--- src/rtl/uart_ctrl_pkg.sv ---
// Shared types and constants for the UART RX controller.
// Holds the sequencer state encoding and baud defaults.
package uart_ctrl_pkg;

   localparam int          BAUD_W     = 32;
   localparam logic [31:0] DEF_BAUD_C = 32'd115200;

   typedef enum logic [2:0] {
      ST_INIT,
      ST_DRAIN,
      ST_PROG,
      ST_SETTLE,
      ST_RUN
   } state_t;

endpackage

--- src/rtl/uart_rx_ctrl_idle_timer.sv ---
// Idle timer for the RX FIFO: saturating counter plus timeout IRQ.
// Counts cycles with data parked in the FIFO and no new bytes.
module uart_idle_timer #(
   parameter int TIMEOUT_CYC = 4000
) (
   input  logic i_clk,
   input  logic i_rst,
   input  logic i_accept,
   input  logic i_empty,
   output logic o_irq
);

   localparam int TW = (TIMEOUT_CYC > 0) ? $clog2(TIMEOUT_CYC + 1) : 1;
   localparam logic [TW-1:0] TMAX = TW'(TIMEOUT_CYC);
   localparam logic TEN = (TIMEOUT_CYC != 0);

   logic [TW-1:0] r_timer;
   logic          r_irq;
   logic          w_hit;

   assign w_hit = TEN && (r_timer == TMAX);

   // Count idle cycles, restart on new traffic or an empty FIFO
   always_ff @(posedge i_clk) begin
      if (i_rst || i_accept || i_empty) begin
         r_timer <= '0;
      end else if (r_timer != TMAX) begin
         r_timer <= r_timer + TW'(1);
      end
   end

   // Registered IRQ, dropped as soon as traffic or emptiness is seen
   always_ff @(posedge i_clk) begin
      if (i_rst) begin
         r_irq <= 1'b0;
      end else begin
         r_irq <= w_hit && !i_empty && !i_accept;
      end
   end

   assign o_irq = r_irq;

endmodule

--- src/rtl/uart_rx_ctrl.sv ---
// Sequencer for the uart_rx receiver and its RX FIFO.
// Handles baud (re)programming, byte capture, counters and timeout.
module uart_rx_ctrl
   import uart_ctrl_pkg::*;
#(
   parameter logic [BAUD_W-1:0] DEF_BAUD    = DEF_BAUD_C,
   parameter int                SETTLE_CYC  = 16,
   parameter int                TIMEOUT_CYC = 4000,
   parameter int                CNT_W       = 16
) (
   input  logic              CLKip,
   input  logic              RSTi,
   input  logic              ENi,
   input  logic              CFG_WEi,
   input  logic [BAUD_W-1:0] CFG_BAUDi,
   output logic              CFG_BUSYo,
   input  logic              UART_DONEi,
   input  logic              UART_READYi,
   input  logic [7:0]        UART_DATAi,
   output logic              UART_BAUD_WEo,
   output logic [BAUD_W-1:0] UART_BAUDo,
   output logic              FIFO_WEo,
   output logic [7:0]        FIFO_WDo,
   input  logic              FIFO_FULLi,
   input  logic              FIFO_EMPTYi,
   input  logic              CNT_CLRi,
   output logic [CNT_W-1:0]  RX_CNTo,
   output logic [CNT_W-1:0]  OVF_CNTo,
   output logic              OVF_STKo,
   output logic              IRQ_TOo
);

   localparam int SW = $clog2(SETTLE_CYC + 1);

   state_t            r_state;
   state_t            w_state_nx;
   logic [SW-1:0]     r_settle;
   logic [BAUD_W-1:0] r_baud;
   logic              r_fifo_we;
   logic [7:0]        r_fifo_wd;
   logic [CNT_W-1:0]  r_rx_cnt;
   logic [CNT_W-1:0]  r_ovf_cnt;
   logic              r_ovf_stk;
   logic              w_cap_st;
   logic              w_cap;
   logic              w_accept;
   logic              w_drop;
   logic              w_irq;

   // State register
   always_ff @(posedge CLKip) begin
      if (RSTi) begin
         r_state <= ST_INIT;
      end else begin
         r_state <= w_state_nx;
      end
   end

   // Next-state logic for the drain/program/settle sequence
   always_comb begin
      w_state_nx = r_state;
      unique case (r_state)
         ST_INIT:   w_state_nx = ST_PROG;
         ST_RUN:    if (CFG_WEi) w_state_nx = ST_DRAIN;
         ST_DRAIN:  if (UART_READYi) w_state_nx = ST_PROG;
         ST_PROG:   w_state_nx = ST_SETTLE;
         ST_SETTLE: if (r_settle == '0) w_state_nx = ST_RUN;
         default:   w_state_nx = ST_INIT;
      endcase
   end

   // Settle down-counter, loaded while the baud strobe is out
   always_ff @(posedge CLKip) begin
      if (RSTi) begin
         r_settle <= '0;
      end else if (r_state == ST_PROG) begin
         r_settle <= SW'(SETTLE_CYC - 1);
      end else if (r_state == ST_SETTLE && r_settle != '0) begin
         r_settle <= r_settle - SW'(1);
      end
   end

   // Baud register: default on reset, host value accepted only in RUN
   always_ff @(posedge CLKip) begin
      if (RSTi) begin
         r_baud <= DEF_BAUD;
      end else if (r_state == ST_RUN && CFG_WEi) begin
         r_baud <= CFG_BAUDi;
      end
   end

   assign w_cap_st = (r_state == ST_RUN) || (r_state == ST_DRAIN);
   assign w_cap    = w_cap_st && UART_DONEi && ENi;
   assign w_accept = w_cap && !FIFO_FULLi;
   assign w_drop   = w_cap && FIFO_FULLi;

   // One-cycle registered FIFO write of each accepted byte
   always_ff @(posedge CLKip) begin
      if (RSTi) begin
         r_fifo_we <= 1'b0;
         r_fifo_wd <= '0;
      end else begin
         r_fifo_we <= w_accept;
         if (w_accept) r_fifo_wd <= UART_DATAi;
      end
   end

   // Received-byte counter; a same-cycle event survives the clear
   always_ff @(posedge CLKip) begin
      if (RSTi) begin
         r_rx_cnt <= '0;
      end else if (CNT_CLRi) begin
         r_rx_cnt <= w_accept ? CNT_W'(1) : '0;
      end else if (w_accept) begin
         r_rx_cnt <= r_rx_cnt + CNT_W'(1);
      end
   end

   // Saturating overflow counter and sticky flag
   always_ff @(posedge CLKip) begin
      if (RSTi) begin
         r_ovf_cnt <= '0;
         r_ovf_stk <= 1'b0;
      end else if (CNT_CLRi) begin
         r_ovf_cnt <= w_drop ? CNT_W'(1) : '0;
         r_ovf_stk <= w_drop;
      end else if (w_drop) begin
         if (r_ovf_cnt != '1) r_ovf_cnt <= r_ovf_cnt + CNT_W'(1);
         r_ovf_stk <= 1'b1;
      end
   end

   uart_idle_timer #(
      .TIMEOUT_CYC (TIMEOUT_CYC)
   ) u_idle (
      .i_clk    (CLKip),
      .i_rst    (RSTi),
      .i_accept (w_accept),
      .i_empty  (FIFO_EMPTYi),
      .o_irq    (w_irq)
   );

   assign CFG_BUSYo     = (r_state != ST_RUN);
   assign UART_BAUD_WEo = (r_state == ST_PROG);
   assign UART_BAUDo    = r_baud;
   assign FIFO_WEo      = r_fifo_we;
   assign FIFO_WDo      = r_fifo_wd;
   assign RX_CNTo       = r_rx_cnt;
   assign OVF_CNTo      = r_ovf_cnt;
   assign OVF_STKo      = r_ovf_stk;
   assign IRQ_TOo       = w_irq;

endmodule

--- config.mk ---
export PLATFORM = sky130hd
export DESIGN_NAME = uart_rx_ctrl
export DESIGN_NICKNAME = d
export VERILOG_FILES = /design/src/rtl/uart_ctrl_pkg.sv /design/src/rtl/uart_rx_ctrl_idle_timer.sv /design/src/rtl/uart_rx_ctrl.sv
export SDC_FILE = /design/constraint.sdc
export NUM_CORES = 1
export LEC_CHECK = 0
export CAP_MARGIN = 20
export CORE_ASPECT_RATIO = 1.4
export CORE_MARGIN = 2
export CORE_UTILIZATION = 40
export DETAILED_ROUTE_END_ITERATION = 10
export PLACE_DENSITY = 0.73
export SLEW_MARGIN = 20
export SYNTH_ARGS = -nofsm -noshare
export SYNTH_HDL_FRONTEND = slang
export SYNTH_SLANG_ARGS = --single-unit
--- constraint.sdc ---
create_clock -name CLKip -period 1.84 [get_ports CLKip]
set_input_delay 0.46 -clock CLKip [delete_from_list [all_inputs] [get_ports CLKip]]
set_output_delay 0.46 -clock CLKip [all_outputs]
set_load 0.02 [all_outputs]
==> Word-level counts from Yosys, hierarchy flattened <==
Index checks and enable logic that the tools add are counted.
{ "op_classes": {"addsub": 4, "reduce_logical": 24, "mux": 15, "eq_ne": 11} }
{ "ops": {"columns": ["operator", "n"], "rows": [
  ["$mux 16", 5],
  ["$add 16x1->16 const B", 2],
  ["$ne 16x16->1 const B", 1],
  ["$pmux 3 s5", 1],
  ["$add 12x1->12 const B", 1],
  ["$eq 12x12->1 const B", 1],
  ["$ne 12x12->1 const B", 1],
  ["$mux 3", 3],
  ["$logic_and 1x1->1", 8],
  ["$mux 4", 2],
  ["$reduce_bool 2->1", 4],
  ["$eq 3x2->1 const B", 2],
  ["$ne 2x2->1 const B", 3],
  ["$logic_not 5->1", 1],
  ["$reduce_bool 5->1", 1],
  ["$sub 5x1->5 const B", 1],
  ["$mux 1", 4],
  ["$eq 3x1->1 const B", 1],
  ["$eq 3x3->1 const B", 1],
  ["$logic_not 1->1", 3],
  ["$logic_not 3->1", 1],
  ["$logic_or 1x1->1", 3],
  ["$ne 3x3->1 const B", 1],
  ["$reduce_and 3->1", 1],
  ["other kinds (2)", 2]
]} }
{ "totals": {"word_cells": 65, "ff_bits": 95, "out_inout_bits": 77, "in_bits": 49} }

==> Depth between registers and ports, before layout <==
{ "depth": {"ltp_word": 7, "mapped_depth": 7, "ltp_nobuf": 6} }

==> Cells and area by module <==
Synthesis repeated with hierarchy kept, for this count alone.
{ "hier_totals": {"hier_cells": 508, "hier_area_um2": 4261.6} }
{ "modules_own_cells": {"columns": ["module", "area_per_inst_um2", "cells_per_inst", "n_inst"], "rows": [
  ["uart_rx_ctrl", 3626.0, 437, 1],
  ["uart_idle_timer", 635.6, 71, 1]
]} }

==> Worst setup path before layout <==
Ideal clock, no wire load.
{ "synth_path": {"path_kind": "register to register", "from": "register r_ovf_cnt[0] (netlist: OVF_CNTo[0])", "to": "register r_ovf_cnt[8] (netlist: OVF_CNTo[8])", "setup_time_ns": 0.124, "arrival_ns": 1.734, "path_stages_with_launch": 7, "path_slack_ns": -0.019, "path_buffers": 1, "t_required_ns": 1.716, "path_cell_list": "dfxtp_1 -> ha_1 -> nand4_1 -> or4_1 -> buf_2 -> a211oi_1 -> a211oi_1"} }
{ "synth_via": {"elab_chain_len": 4, "elab_cells_between_ends": 7, "classes_between": "1 x add/sub; 1 x eq/ne; 3 x mux; 2 x reduce/logical"} }
{ "synth_rtl": {"columns": ["element", "line", "text"], "rows": [
  ["from (decl)", "uart_rx_ctrl.sv:42", "logic [CNT_W-1:0] r_ovf_cnt;"],
  ["from (signal assigned)", "uart_rx_ctrl.sv:125", "r_ovf_cnt <= w_drop ? CNT_W'(1) : '0;"],
  ["from (signal assigned)", "uart_rx_ctrl.sv:128", "if (r_ovf_cnt != '1) r_ovf_cnt <= r_ovf_cnt + CNT_W'(1);"],
  ["$add 16x1->16", "uart_rx_ctrl.sv:128", null],
  ["$mux 16", "uart_rx_ctrl.sv:128", null],
  ["$mux 16", "uart_rx_ctrl.sv:127", "end else if (w_drop) begin"],
  ["$mux 16", "uart_rx_ctrl.sv:124", "end else if (CNT_CLRi) begin"]
]} }
Several ways; a longest one is shown, not always the timed one. The select of a mux whose other input is x is not followed.
A chain may end at the register's enable or synchronous reset.

==> Final worst setup path <==
{ "layout_path": {"from": "register r_rx_cnt[12] (netlist: RX_CNTo[12])", "to": "output port RX_CNTo[12]"} }
{ "layout_rtl": {"columns": ["element", "line", "text"], "rows": [
  ["from (decl)", "uart_rx_ctrl.sv:41", "logic [CNT_W-1:0] r_rx_cnt;"],
  ["from (signal assigned)", "uart_rx_ctrl.sv:113", "r_rx_cnt <= w_accept ? CNT_W'(1) : '0;"],
  ["from (signal assigned)", "uart_rx_ctrl.sv:115", "r_rx_cnt <= r_rx_cnt + CNT_W'(1);"],
  ["to (decl)", "uart_rx_ctrl.sv:27", "output logic [CNT_W-1:0] RX_CNTo,"]
]} }
No word-level cell between the ends.

==> flow_metrics.tcl <==
set metrics [dict create \
    setup_tns_ns 0 \
    rows 44 \
    cts_made_buffers 9 \
    synth-seq-area-share 0.459 \
    grt.total_usage 0.208 \
    worstHoldStart "UART_BAUDo[20]" \
    vias 4243 \
    dr.pass1.iters 4 \
    synth_area_um2 4150 \
    critPathTopFamily "buffers and inverters" \
    max_slew_margin 0.627 \
    root_buffer "clkbuf_16" \
    ys_warn_count 0 \
    hold_depth 2 \
    path_cells "clkdlybuf4s50_1" \
    slew_viol_final 0 \
    power_density_nw_per_um2 691 \
    cp.arrival_ns 1.34 \
    critical-path-slowest-cell "clkdlybuf4s50_1" \
    r2r-end "RX_CNTo[14]" \
    crit_required_ns 1.38 \
    syn_nets 554 \
    yosysTopAreaCellShare 0.459 \
    ant_nets 0 \
    die_area_um2 11200 \
    cap_viol_max_count 0 \
    synth.most_common_cell "nand2_1" \
    start_kind "flop" \
    grt_pass1_wl_mm 19.4 \
    diodes 0 \
    start_util 0.405 \
    period_needed_ns 1.80 \
    max_freq_mhz 555 \
    drt_iter0_markers 195 \
    final-hold-violation-count 0 \
    ys_types 53 \
    drc 0 \
    grt_max_degree 54 \
    dp_hpwl_mm 8.83 \
    ctsHtreeMaxLevel 3 \
    ys.flop_type "dfxtp_1" \
    clock_latency_ns 0.34 \
    power_mw 4.30 \
    synth_top_area_cell "dfxtp_1" \
    synth_commonest_cells "nand2_1 (103), dfxtp_1 (95), a21oi_1 (62), nor2_1 (34), nand3_1 (20)" \
    fin_skew_ns 0.00649 \
    cts_tree "yes" \
    grt.overflow.total 0 \
    clock_sinks 95 \
    regToRegStartpoint "r_state[1]" \
    crit_path_max_incr_delay_ns 0.62 \
    status "finished clean" \
    register_area_um2 1900 \
    syn_area_per_cell_um2 8.31 \
    peakVddDrop_v 0.000478 \
    antenna_found_initial 0 \
    tightest_slew_ns 0.552 \
    drive_gt1_frac 0.143 \
    p_leak_nw 2.40 \
    syn2layout_area_growth_pct 50.0 \
    nNetsFinal 722 \
    synth_async_sr_flop_share 0 \
    r2r_setup_slack_ns 0.04 \
    rsz0062_at_grt "true" \
    wl_per_cell_um 14.5 \
    whs_ns 0.454 \
    r2r_cells 6 \
    synth_edf_count 0 \
    gp_congestion 0.897 \
    whs_endpoint "UART_BAUDo[20]" \
    critPathBufInv 1 \
    cts.clk_slew.worst_paths_ns 0.07 \
    clk_path_buf_depth 2 \
    grt_pass1_vias 4238 \
    fill_cells 926 \
    routed_via_density 5.24 \
    die-width_um 90.1 \
    ys_ff_latch 95 \
    critPathCaptureType "output pin" \
    portBuffers 125 \
    wl_mm 11.7 \
    finalCritPeriodShare 0.979 \
    crit_fanout 4 \
    setup.worst_path.class "flop to output pin" \
    multiInputGateArea_um2 2150 \
    die_h_um 124 \
    core-area_um2 10200 \
    synth_top_cells_by_area "dfxtp_1 (46%), nand2_1 (9.3%), a21oi_1 (7.5%)" \
    num_io_pins 126 \
    syn_inst 499 \
    min-delay-path-class "flop to flop" \
    setup-violations-final 0 \
]
how the worst max path moves through the flow:
stage,cells past startpoint,start,end
detailed placement,6,FIFO_FULLi,RX_CNTo[15]
floorplan,6,OVF_CNTo[1],OVF_CNTo[8]
CTS,6,r_settle[0],r_settle[0]
global placement,6,FIFO_FULLi,RX_CNTo[11]
finish,1,RX_CNTo[12],RX_CNTo[12]
global route,7,r_state[1],RX_CNTo[9]
state kept, by name (all words and copies together) (netlist names):
signal          cells
FIFO_WDo            8
u_idle.o_irq        1
FIFO_WEo            1
r_state             3
OVF_STKo            1
r_settle            5
UART_BAUDo         32
OVF_CNTo           16
u_idle.r_timer     12
RX_CNTo            16
placed cells by master, fill, tap and decap left out, drive strengths merged, types with 2 or more instances in the layout:
| cell type | instances |
|---|---|
| nand2 | 103 |
| dfxtp | 95 |
| clkdlybuf4s50 | 91 |
| a21oi | 62 |
| buf | 61 |
| nor2 | 34 |
| dlygate4sd2 | 28 |
| nand3 | 20 |
| xnor2 | 14 |
| nand4 | 12 |
| inv | 12 |
| clkbuf | 11 |
| xor2 | 10 |
| nor3 | 10 |
| or4 | 8 |
| nor4 | 8 |
| and2 | 7 |
| o21ai | 7 |
| o31ai | 7 |
| or3 | 7 |
| and4 | 6 |
| ha | 6 |
| nand3b | 5 |
| nand4b | 4 |
| a211oi | 4 |
| a31oi | 3 |
| and3 | 3 |
| a41o | 3 |
| nand2b | 3 |
| dlymetal6s2s | 3 |
| a311oi | 2 |
| o211a | 2 |
logic make-up after synthesis:
family / count (synthesis) / synth area share
AOI/OAI and AO/OA: 98 / 0.141
DFF: 95 / 0.459
buffers and inverters: 35 / 0.0359
and+or+nand+nor: 240 / 0.293
xor gates and xnor gates: 24 / 0.0507
adders and majority gates: 6 / 0.0181
muxes: 1 / 0.00241
through the flow:
stage                     instances  setup slack (ns)   util  area, um^2
final                           810            0.0378  0.608        6220
after CTS                       810           0.00381  0.603        6180
after global routing            810           -0.0181  0.608        6220
after global placement          793            -0.441  0.575        5890
after detailed placement        793            -0.468  0.575        5890
after floorplan                 499           0.00216      -        4150
final cells by class:
type	count	area share
multi-input cells	369	0.346
flip-flops and latches	95	0.306
repair buffers	183	0.268
clock buffers	11	0.0406
well taps	138	0.0278
clock inverters	5	0.00623
inverters	9	0.00543
where the power goes:
group          leakage (nW)  internal [mW]  switching, mW  total (mW)
clock                 0.143           1.00          0.809        1.81
combinational          1.49          0.205          0.177       0.382
sequential            0.768           2.08         0.0228        2.11
total                  2.40           3.29           1.01        4.30
layer usage:
metal  wire, um  vias to the layer above  global-route usage
li1           -                     2091                   -
met1       4370                     1977               0.214
met2       6040                      147               0.378
met3        946                       28              0.0659
met4        380                        0              0.0995
met5          0                        -                   0
repair_timing:
| item | CTS | global route |
|---|---|---|
| hold buffers | 0 | 0 |
| pin swaps | 5 | 3 |
| setup buffers | 1 | 0 |
| resized for setup | 42 | 12 |
| endpoints found under the setup margin | 32 | 31 |
No activity file was read; power rests on OpenSTA's default activity.
